$ cat config.mk
export PLATFORM = sky130hd
export DESIGN_NAME = fetch_unit
export DESIGN_NICKNAME = d
export VERILOG_FILES = /design/src/rtl/fetch_pkg.sv /design/src/rtl/fetch_fifo.sv /design/src/rtl/fetch_unit.sv
export SDC_FILE = /design/constraint.sdc
export NUM_CORES = 1
export LEC_CHECK = 0
export CAP_MARGIN = 30
export CORE_MARGIN = 2
export CORE_UTILIZATION = 35
export CTS_CLUSTER_DIAMETER = 80
export DETAILED_ROUTE_END_ITERATION = 7
export PLACE_DENSITY = 0.58
export SLEW_MARGIN = 20
export SYNTH_ARGS = -nofsm -noshare
export SYNTH_HDL_FRONTEND = slang
export SYNTH_SLANG_ARGS = --single-unit
$ cat constraint.sdc
create_clock -name clk -period 2.4 [get_ports clk]
set_input_delay 0.48 -clock clk [delete_from_list [all_inputs] [get_ports clk]]
set_output_delay 0.48 -clock clk [all_outputs]
set_load 0.02 [all_outputs]
$ cat src/rtl/fetch_pkg.sv
`default_nettype none
// ============================================================================
// Module   : fetch_pkg
// Brief    : Shared constants and entry type for the instruction-fetch stage.
// Revision : 1.0  initial release
// ============================================================================
package fetch_pkg;

   localparam int unsigned FETCH_ADDR_W = 32;
   localparam int unsigned FETCH_DATA_W = 32;
   localparam int unsigned PC_STEP      = 4;
   localparam logic [FETCH_ADDR_W-1:0] DEF_RESET_PC = 32'h0000_0000;

   typedef struct packed {
      logic [FETCH_ADDR_W-1:0] pc;
      logic [FETCH_DATA_W-1:0] instr;
   } fetch_entry_t;

endpackage
`default_nettype wire

$ cat src/rtl/fetch_fifo.sv
`default_nettype none
// ============================================================================
// Module   : fetch_fifo
// Brief    : Register-based synchronous FIFO with flush; head read from storage.
// Revision : 1.0  initial release
// ============================================================================
module fetch_fifo #(
   parameter int WIDTH = 32,
   parameter int DEPTH = 2
) (
   input  logic                         clk,
   input  logic                         i_rst_n,
   input  logic                         i_flush,
   input  logic                         i_push,
   input  logic [WIDTH-1:0]             i_data,
   input  logic                         i_pop,
   output logic [WIDTH-1:0]             o_head,
   output logic [$clog2(DEPTH+1)-1:0]   o_count,
   output logic                         o_empty,
   output logic                         o_full
);

   localparam int PTR_W = (DEPTH > 1) ? $clog2(DEPTH) : 1;
   localparam int CNT_W = $clog2(DEPTH + 1);

   logic [WIDTH-1:0] r_mem [DEPTH];
   logic [PTR_W-1:0] r_rd_ptr;
   logic [PTR_W-1:0] r_wr_ptr;
   logic [CNT_W-1:0] r_count;
   logic             w_do_push;
   logic             w_do_pop;

   function automatic logic [PTR_W-1:0] ptr_inc(input logic [PTR_W-1:0] p);
      return (p == PTR_W'(DEPTH - 1)) ? '0 : p + 1'b1;
   endfunction

   assign o_empty   = (r_count == '0);
   assign o_full    = (r_count == CNT_W'(DEPTH));
   assign o_count   = r_count;
   assign o_head    = r_mem[r_rd_ptr];
   // A push into a full FIFO is allowed when the head leaves in the same cycle.
   assign w_do_pop  = i_pop && !o_empty;
   assign w_do_push = i_push && (!o_full || w_do_pop);

   always_ff @(posedge clk or negedge i_rst_n) begin
      if (!i_rst_n) begin
         r_rd_ptr <= '0;
         r_wr_ptr <= '0;
         r_count  <= '0;
         for (int i = 0; i < DEPTH; i++) begin
            r_mem[i] <= '0;
         end
      end else if (i_flush) begin
         r_rd_ptr <= '0;
         r_wr_ptr <= '0;
         r_count  <= '0;
      end else begin
         if (w_do_push) begin
            r_mem[r_wr_ptr] <= i_data;
            r_wr_ptr        <= ptr_inc(r_wr_ptr);
         end
         if (w_do_pop) begin
            r_rd_ptr <= ptr_inc(r_rd_ptr);
         end
         r_count <= r_count + CNT_W'(w_do_push) - CNT_W'(w_do_pop);
      end
   end

endmodule
`default_nettype wire

$ cat src/rtl/fetch_unit.sv
`default_nettype none
// ============================================================================
// Module   : fetch_unit
// Brief    : Sequential instruction fetch with credit-limited requests,
//            PC tagging, output queue and redirect-driven stale drop.
// Revision : 1.0  initial release
// ============================================================================
module fetch_unit
   import fetch_pkg::*;
#(
   parameter int               ADDR_W   = 32,
   parameter int               DATA_W   = 32,
   parameter int               DEPTH    = 2,
   parameter logic [ADDR_W-1:0] RESET_PC = ADDR_W'(fetch_pkg::DEF_RESET_PC)
) (
   input  logic              clk,
   input  logic              reset,
   input  logic              redirect_valid,
   input  logic [ADDR_W-1:0] redirect_pc,
   output logic              imem_req_valid,
   input  logic              imem_req_ready,
   output logic [ADDR_W-1:0] imem_req_addr,
   input  logic              imem_rsp_valid,
   input  logic [DATA_W-1:0] imem_rsp_data,
   output logic              if_valid,
   input  logic              if_ready,
   output logic [DATA_W-1:0] if_instr,
   output logic [ADDR_W-1:0] if_pc
);

   localparam int CNT_W = $clog2(DEPTH + 1);
   localparam int ENT_W = ADDR_W + DATA_W;

   logic [ADDR_W-1:0] r_fetch_pc;
   logic [CNT_W-1:0]  r_outstanding;
   logic [CNT_W-1:0]  r_drop_cnt;

   logic [CNT_W-1:0]  w_q_cnt;
   logic [CNT_W:0]    w_credit_used;
   logic              w_accept;
   logic              w_rsp_push;
   logic              w_q_empty;
   logic              w_q_full;
   logic              w_if_fire;
   logic [ADDR_W-1:0] w_pend_pc;
   logic [ENT_W-1:0]  w_head;
   logic [CNT_W-1:0]  w_pend_cnt;
   logic              w_pend_empty;
   logic              w_pend_full;
   logic              w_unused_bits;

   // Requests in flight plus queued words may never exceed the queue size,
   // so every response is guaranteed a slot.
   assign w_credit_used  = {1'b0, r_outstanding} + {1'b0, w_q_cnt};
   assign imem_req_valid = reset && !redirect_valid && (w_credit_used < (CNT_W+1)'(DEPTH));
   assign imem_req_addr  = r_fetch_pc;
   assign w_accept       = imem_req_valid && imem_req_ready;
   assign w_rsp_push     = imem_rsp_valid && (r_drop_cnt == '0) && !redirect_valid;

   assign if_valid  = !w_q_empty;
   assign if_pc     = w_head[DATA_W +: ADDR_W];
   assign if_instr  = w_head[DATA_W-1:0];
   assign w_if_fire = if_valid && if_ready;

   assign w_unused_bits = ^{1'b0, redirect_pc[1:0], w_pend_cnt, w_pend_empty, w_pend_full};

   fetch_fifo #(.WIDTH(ADDR_W), .DEPTH(DEPTH)) u_pend_q (
      .clk     (clk),
      .i_rst_n (reset),
      .i_flush (1'b0),
      .i_push  (w_accept),
      .i_data  (r_fetch_pc),
      .i_pop   (imem_rsp_valid),
      .o_head  (w_pend_pc),
      .o_count (w_pend_cnt),
      .o_empty (w_pend_empty),
      .o_full  (w_pend_full)
   );

   fetch_fifo #(.WIDTH(ENT_W), .DEPTH(DEPTH)) u_out_q (
      .clk     (clk),
      .i_rst_n (reset),
      .i_flush (redirect_valid),
      .i_push  (w_rsp_push),
      .i_data  ({w_pend_pc, imem_rsp_data}),
      .i_pop   (w_if_fire),
      .o_head  (w_head),
      .o_count (w_q_cnt),
      .o_empty (w_q_empty),
      .o_full  (w_q_full)
   );

   always_ff @(posedge clk or negedge reset) begin
      if (!reset) begin
         r_fetch_pc    <= RESET_PC;
         r_outstanding <= '0;
         r_drop_cnt    <= '0;
      end else begin
         r_outstanding <= r_outstanding + CNT_W'(w_accept) - CNT_W'(imem_rsp_valid);
         if (redirect_valid) begin
            // Requests are suppressed during a redirect, so everything still
            // in flight after this cycle is stale.
            r_fetch_pc <= {redirect_pc[ADDR_W-1:2], 2'b00};
            r_drop_cnt <= r_outstanding - CNT_W'(imem_rsp_valid);
         end else begin
            if (w_accept) begin
               r_fetch_pc <= r_fetch_pc + ADDR_W'(PC_STEP);
            end
            if (imem_rsp_valid && (r_drop_cnt != '0)) begin
               r_drop_cnt <= r_drop_cnt - 1'b1;
            end
         end
      end
   end

   a_rsp_has_space: assert property (@(posedge clk) disable iff (!reset)
      w_rsp_push |-> (!w_q_full || w_if_fire));

endmodule
`default_nettype wire

## Yosys cells after proc, flatten, opt, wreduce, memory -nomap -nowiden

Index checks and enable logic that the tools add are counted.

| storage, ports and cells | value |
|---|---|
| flip-flop bits (word level) | 236 |
| output and inout port bits | 98 |

| cells by class | value |
|---|---|
| add/sub/neg operators | 14 |
| equality and inequality tests | 2 |
| multiplexer cells | 25 |
| reduce and logical (&&, ||, !) cells | 29 |
| $lt $le $gt $ge | 7 |
| bitwise operators | 5 |

Operator list:

| operator | count |
|---|---|
| 2-to-1 mux 64 bit | 4 |
| 2-to-1 mux 32 bit | 6 |
| bitwise mux 128 bit | 1 |
| bitwise mux 64 bit | 1 |
| demux 64 bit (select 1 bit) | 1 |
| adder 32 x 3 -> 32 bit, second input constant | 1 |
| demux 32 bit (select 1 bit) | 1 |
| logical AND 1 bit | 13 |
| nonzero test 2 bit | 5 |
| >= comparator 2 bit, second input constant | 4 |
| 2-to-1 mux 1 bit | 8 |
| inverter 1 -> 2 bit | 4 |
| subtractor 2 x 1 -> 2 bit | 4 |
| adder 2 x 1 -> 2 bit | 3 |
| zero test 2 bit | 3 |
| 2-to-1 mux 2 bit | 3 |
| zero test 1 bit | 5 |
| adder 1 bit, second input constant | 4 |
| == test 2 bit, second input constant | 2 |
| < comparator 2 x 1 -> 1 bit, second input constant | 2 |
| adder 2 x 2 -> 3 bit | 1 |
| < comparator 3 x 2 -> 1 bit, second input constant | 1 |
| logical OR 1 bit | 2 |
| AND reduction 2 bit | 1 |
| 2 further kinds | 2 |

## Depth between registers and ports, before layout

Gate-level depths: netlist of the first run.

| depth | value |
|---|---|
| depth in word-level cells | 9 |
| gate-level depth with buffers | 12 |
| mapped depth without buffers | 11 |

## Cells and area by module

A second synthesis of the first run with hierarchy kept.

| unflattened totals | value |
|---|---|
| cell total of the unflattened synthesis | 809 |
| area, all modules | 11267.1 sq um |

Modules (own cells, without submodules):

| module | times used | cells each | area each (sq um) |
|---|---|---|---|
| fetch_fifo at u_out_q | 1 | 365 | 5979.5 |
| fetch_fifo at u_pend_q | 1 | 195 | 3106.7 |
| fetch_unit | 1 | 249 | 2180.8 |

## Least setup slack after synthesis of the first run

Ideal clock, no wire load.

| timing | value |
|---|---|
| path type | flip-flop to flip-flop |
| from | reg u_out_q.r_count[0] (netlist: u_out_q.o_count[0]) |
| to | reg r_outstanding[1] |
| arrival | 2.504 ns |
| cell stages (with the launch flop) | 13 |
| data required time | 2.277 ns |
| slack | -0.227 ns |
| period minus slack after synthesis | 2.627 ns |
| library setup time | 0.123 ns |
| path through | dfrtp_1 > inv_1 > nor2_1 > fa_1 > or4b_4 > nor2_4 > inv_2 > buf_6 > ha_1 > inv_1 > ha_1 > xnor2_1 > xnor2_1 |

| on the way | value |
|---|---|
| cells in the longest elaborated chain, start to end | 6 |

RTL lines:

| item | RTL line | source |
|---|---|---|
| start: declaration | fetch_fifo.sv:29 | `logic [CNT_W-1:0] r_count;` |
| start signal: assignment | fetch_fifo.sv:65 | `r_count <= r_count + CNT_W'(w_do_push) - CNT_W'(w_do_pop);` |
| adder 2 x 2 -> 3 bit | fetch_unit.sv:54 | `assign w_credit_used = {1'b0, r_outstanding} + {1'b0, w_q_cnt};` |
| < comparator 3 x 2 -> 1 bit | fetch_unit.sv:55 | `assign imem_req_valid = reset && !redirect_valid && (w_credit_used < (CNT_W+1)'(DEPTH));` |
| logical AND 1 bit | fetch_unit.sv:55 |  |
| logical AND 1 bit | fetch_unit.sv:57 | `assign w_accept = imem_req_valid && imem_req_ready;` |
| adder 2 x 1 -> 2 bit | fetch_unit.sv:99 | `r_outstanding <= r_outstanding + CNT_W'(w_accept) - CNT_W'(imem_rsp_valid);` |
| subtractor 2 x 1 -> 2 bit | fetch_unit.sv:99 |  |
| end signal: assignment | fetch_unit.sv:99 |  |
| end: declaration | fetch_unit.sv:35 | `logic [CNT_W-1:0] r_outstanding;` |

Every way passes these cells.
A chain may end at the register's enable or synchronous reset.

## Final worst setup path of the first run

| timing | value |
|---|---|
| from | reg u_out_q.r_count[0] (netlist: u_out_q.o_count[0]) |
| to | out imem_req_valid |

| on the way | value |
|---|---|
| cells in the longest elaborated chain, start to end | 3 |

RTL lines:

| item | RTL line | source |
|---|---|---|
| adder 2 x 2 -> 3 bit | fetch_unit.sv:54 |  |
| < comparator 3 x 2 -> 1 bit | fetch_unit.sv:55 |  |
| logical AND 1 bit | fetch_unit.sv:55 |  |
| end: declaration | fetch_unit.sv:20 | `output logic imem_req_valid,` |

Every way passes these cells.

==> impl_metrics.yaml, run 1 <==
timing:
  hold_violations: 0
  hold-worst-slack_ps: 122
  finalCriticalPeriod_ps: 2730
  relSlewSlack: 0.446
  rsz0062_at_grt: "true"
  drv_slew: 0
  timing.final.crit_share: 1.14
  fmax_ghz: 0.367
  setup_viol: 75
  worst_pin_slew_ps: 830
  worst_slack_ps: -327
  final.setup.tns_ps: -16690
  fin_skew_ps: 8.53
clock_tree:
  path_clk_slew_ps: 60
  htreeDepth: 1
  clockRootBuffer: "clkbuf_16"
  cts_tree: "yes"
  cts_made_buffers: 25
  insertion_delay_ps: 520
  clock_sink_count: 226
  cts_buffer_depth: 3
place:
  port_buffers: 161
  place_congestion: 0.829
  placed_cells: 1368
  hpwl_mm: 18.4
power:
  peakVddDrop_uv: 582
  power.density_nw_per_um2: 1180
  p_leak_nw: 6.49
  power_mw: 17.1
worst_setup_path:
  crit_end: "imem_req_valid"
  reg2reg_depth: 10
  startpoint: "u_out_q.o_count[0]"
  end_kind: "output port"
  rr_startpoint: "u_out_q.o_count[0]"
  crit_type: "reg -> out"
  arrival_ps: 2250
  path_cells: "inv_2, nor2_4, fa_1, or4b_4, inv_4, buf_6"
  worstSetupStartpointType: "flip-flop"
  worst_path_max_delay_cell: "or4b_4"
  rr_endpoint: "u_pend_q.r_mem[30]"
  cpPeakStageDelay_ps: 580
  critical_path_required_ps: 1920
  r2r_slack_ps: -270
  critPathMaxFanout: 3
yosys:
  synthTopCellsByCount: "mux2_2, dfrtp_1, nand2_1"
  synth_top_family_by_area: "multiplexers"
  synth_ff_type: "dfrtp_1"
  synthXorXnorAreaFrac: 0.0158
  synth_compound_area_frac: 0.0355
  yosysMostFrequentCell: "mux2_2"
  ys_seq_area_frac: 0.538
  synthTopCellsByArea: "dfrtp_1, mux2_2, nand2_1"
  synthSimpleGateAreaFrac: 0.0772
  synth_edf_count: 0
  postSynthCellCount: 792
  synth_area_leader_cell: "dfrtp_1"
  synthesis.area_sq_um: 10500
  synthAdderAreaFrac: 0.0126
  synth_mux_area_frac: 0.295
  ys_async_sr_fraction: 1.00
  synth_top_area_frac: 0.538
  ys_ff_latch: 226
  syn_avg_cell_area_sq_um: 13.3
  synthDistinctLibCells: 54
  yosys_warnings: 0
global_routing:
  grt_util_all_layers: 0.176
  grt_overflow_total: 0
  grt_max_degree: 65
  grt_pass1_vias: 7552
  grt_pass1_wl_mm: 43.2
  antenna_found_initial: 0
detailed_routing:
  ant_nets: 0
  num_vias: 7209
  firstDrtPassIters: 4
  drt_wl_total_mm: 27.5
  detail_route.wl_per_cell_um: 19.2
  avgViaCountPerCell: 5.02
  drc: 0
  drt_iter0_drc: 350
outcome:
  violations: "negative setup slack"
  status: "finished, violations left"
final_layout:
  diodes: 0
  area_growth_pct: 37.7
  final_core_util: 0.490
  final_cells: 1435
  final_net_count: 1108
  drive_above_1_share: 0.438
die:
  dieArea_sq_um: 31400
  rows: 63
  die_height_um: 177
  io_pins: 168
  start_util: 0.355
  coreArea_sq_um: 29600
  die_x_um: 177
run:
  maxCapViolCount: 0
worst_hold_path:
  hp-class: "in -> async"
[routing by layer]
| layer | vias to the layer above | GRT usage | share of wire |
|---|---|---|---|
| li1 | 3338 | - | - |
| met1 | 3686 | 0.242 | 0.46 |
| met4 | 0 | 0.0447 | 0.022 |
| met3 | 40 | 0.0296 | 0.047 |
| met5 | - | 0 | 0 |
| met2 | 145 | 0.289 | 0.48 |
[kinds of logic after synthesis]
group,count (synthesis)
DFF,226
and+or+nand+nor,145
muxes,275
buffers and inverters,61
other,1
adders and majority gates,10
AOI/OAI and AO/OA,55
xor gates and xnor gates,19
[area by class of cell]
cell class | instances | area [sq um]
Timing Repair Buffer | 255 | 2600
Sequential cell | 226 | 5660
Tap cell | 390 | 488
Multi-Input combinational cell | 508 | 4910
Fill cell | 2641 | 15100
Inverter | 12 | 50.0
Clock inverter | 7 | 60.1
Clock buffer | 37 | 711
[cell usage in the layout (no fill, tap or decap), drive strengths merged, types with 9 or more instances in the layout]
cell,instances
buf,102
clkbuf,45
clkdlybuf4s15,21
clkdlybuf4s50,95
dfrtp,226
dlygate4sd2,27
ha,9
inv,12
mux2,273
nand2,37
nand3,19
nand4,14
nor2,15
nor3,9
o21ai,13
or4,12
xnor2,10
xor2,9
[worst max-delay path, delay by kind of cell (launching register included)]
kind,cells,cell delay [ps]
fa+ha+maj,1,450
buf+inv,3,280
flops,1,380
simple gates,2,620
[worst min-delay path by stage]
stage | from | end | slack, ps | cells after the start
3_5_place_dp | u_pend_q.r_mem[34] | u_pend_q.r_mem[34] | 480 | 1
4_1_cts | reset | imem_req_addr[16] | 110 | 3
6_report | reset | imem_req_addr[16] | 120 | 3
5_1_grt | reset | imem_req_addr[16] | 140 | 3
3_3_place_gp | u_pend_q.r_mem[34] | u_pend_q.r_mem[34] | 470 | 1
2_1_floorplan | reset | imem_req_addr[10] | 180 | 0
[stage by stage]
| stage | setup WS, ps | cell area, sq um |
|---|---|---|
| after floorplan | -221 | 10500 |
| after global placement | -331 | 13100 |
| after detailed placement | -343 | 13100 |
| after CTS | -359 | 14300 |
| after global routing | -367 | 14500 |
| final | -327 | 14500 |
[what timing repair did]
item	4_1_cts	5_1_grt
cloned	5	2
pin swaps	21	16
hold buffers	0	0
buffers inserted	18	6
endpoints found under the setup margin	139	117
resized for setup	175	45
[flip-flops by register name, summed over array words and instances, names as in the netlist, 2 cells and up]
| name | flops |
|---|---|
| u_pend_q.o_count | 2 |
| u_out_q.o_count | 2 |
| u_pend_q.r_mem | 60 |
| imem_req_addr | 30 |
| u_out_q.r_mem | 124 |
| r_drop_cnt | 2 |
| r_outstanding | 2 |
[power by group]
| part | internal, mW | switching (mW) | leakage (nW) | total, mW |
|---|---|---|---|---|
| Sequential | 5.33 | 0.833 | 2.87 | 6.16 |
| Clock | 2.14 | 1.53 | 0.384 | 3.67 |
| Combinational | 4.03 | 3.23 | 3.23 | 7.26 |
| Total | 11.5 | 5.59 | 6.49 | 17.1 |
No activity file was read; power rests on OpenSTA's default activity.
==> run 2, diff against run 1 <==
CAP_MARGIN = default   (was 30)
GPL_ROUTABILITY_DRIVEN = 0   (was default)
==> results of run 2 <==
No change in the layout: final DEF, timing and power equal those of run 1.
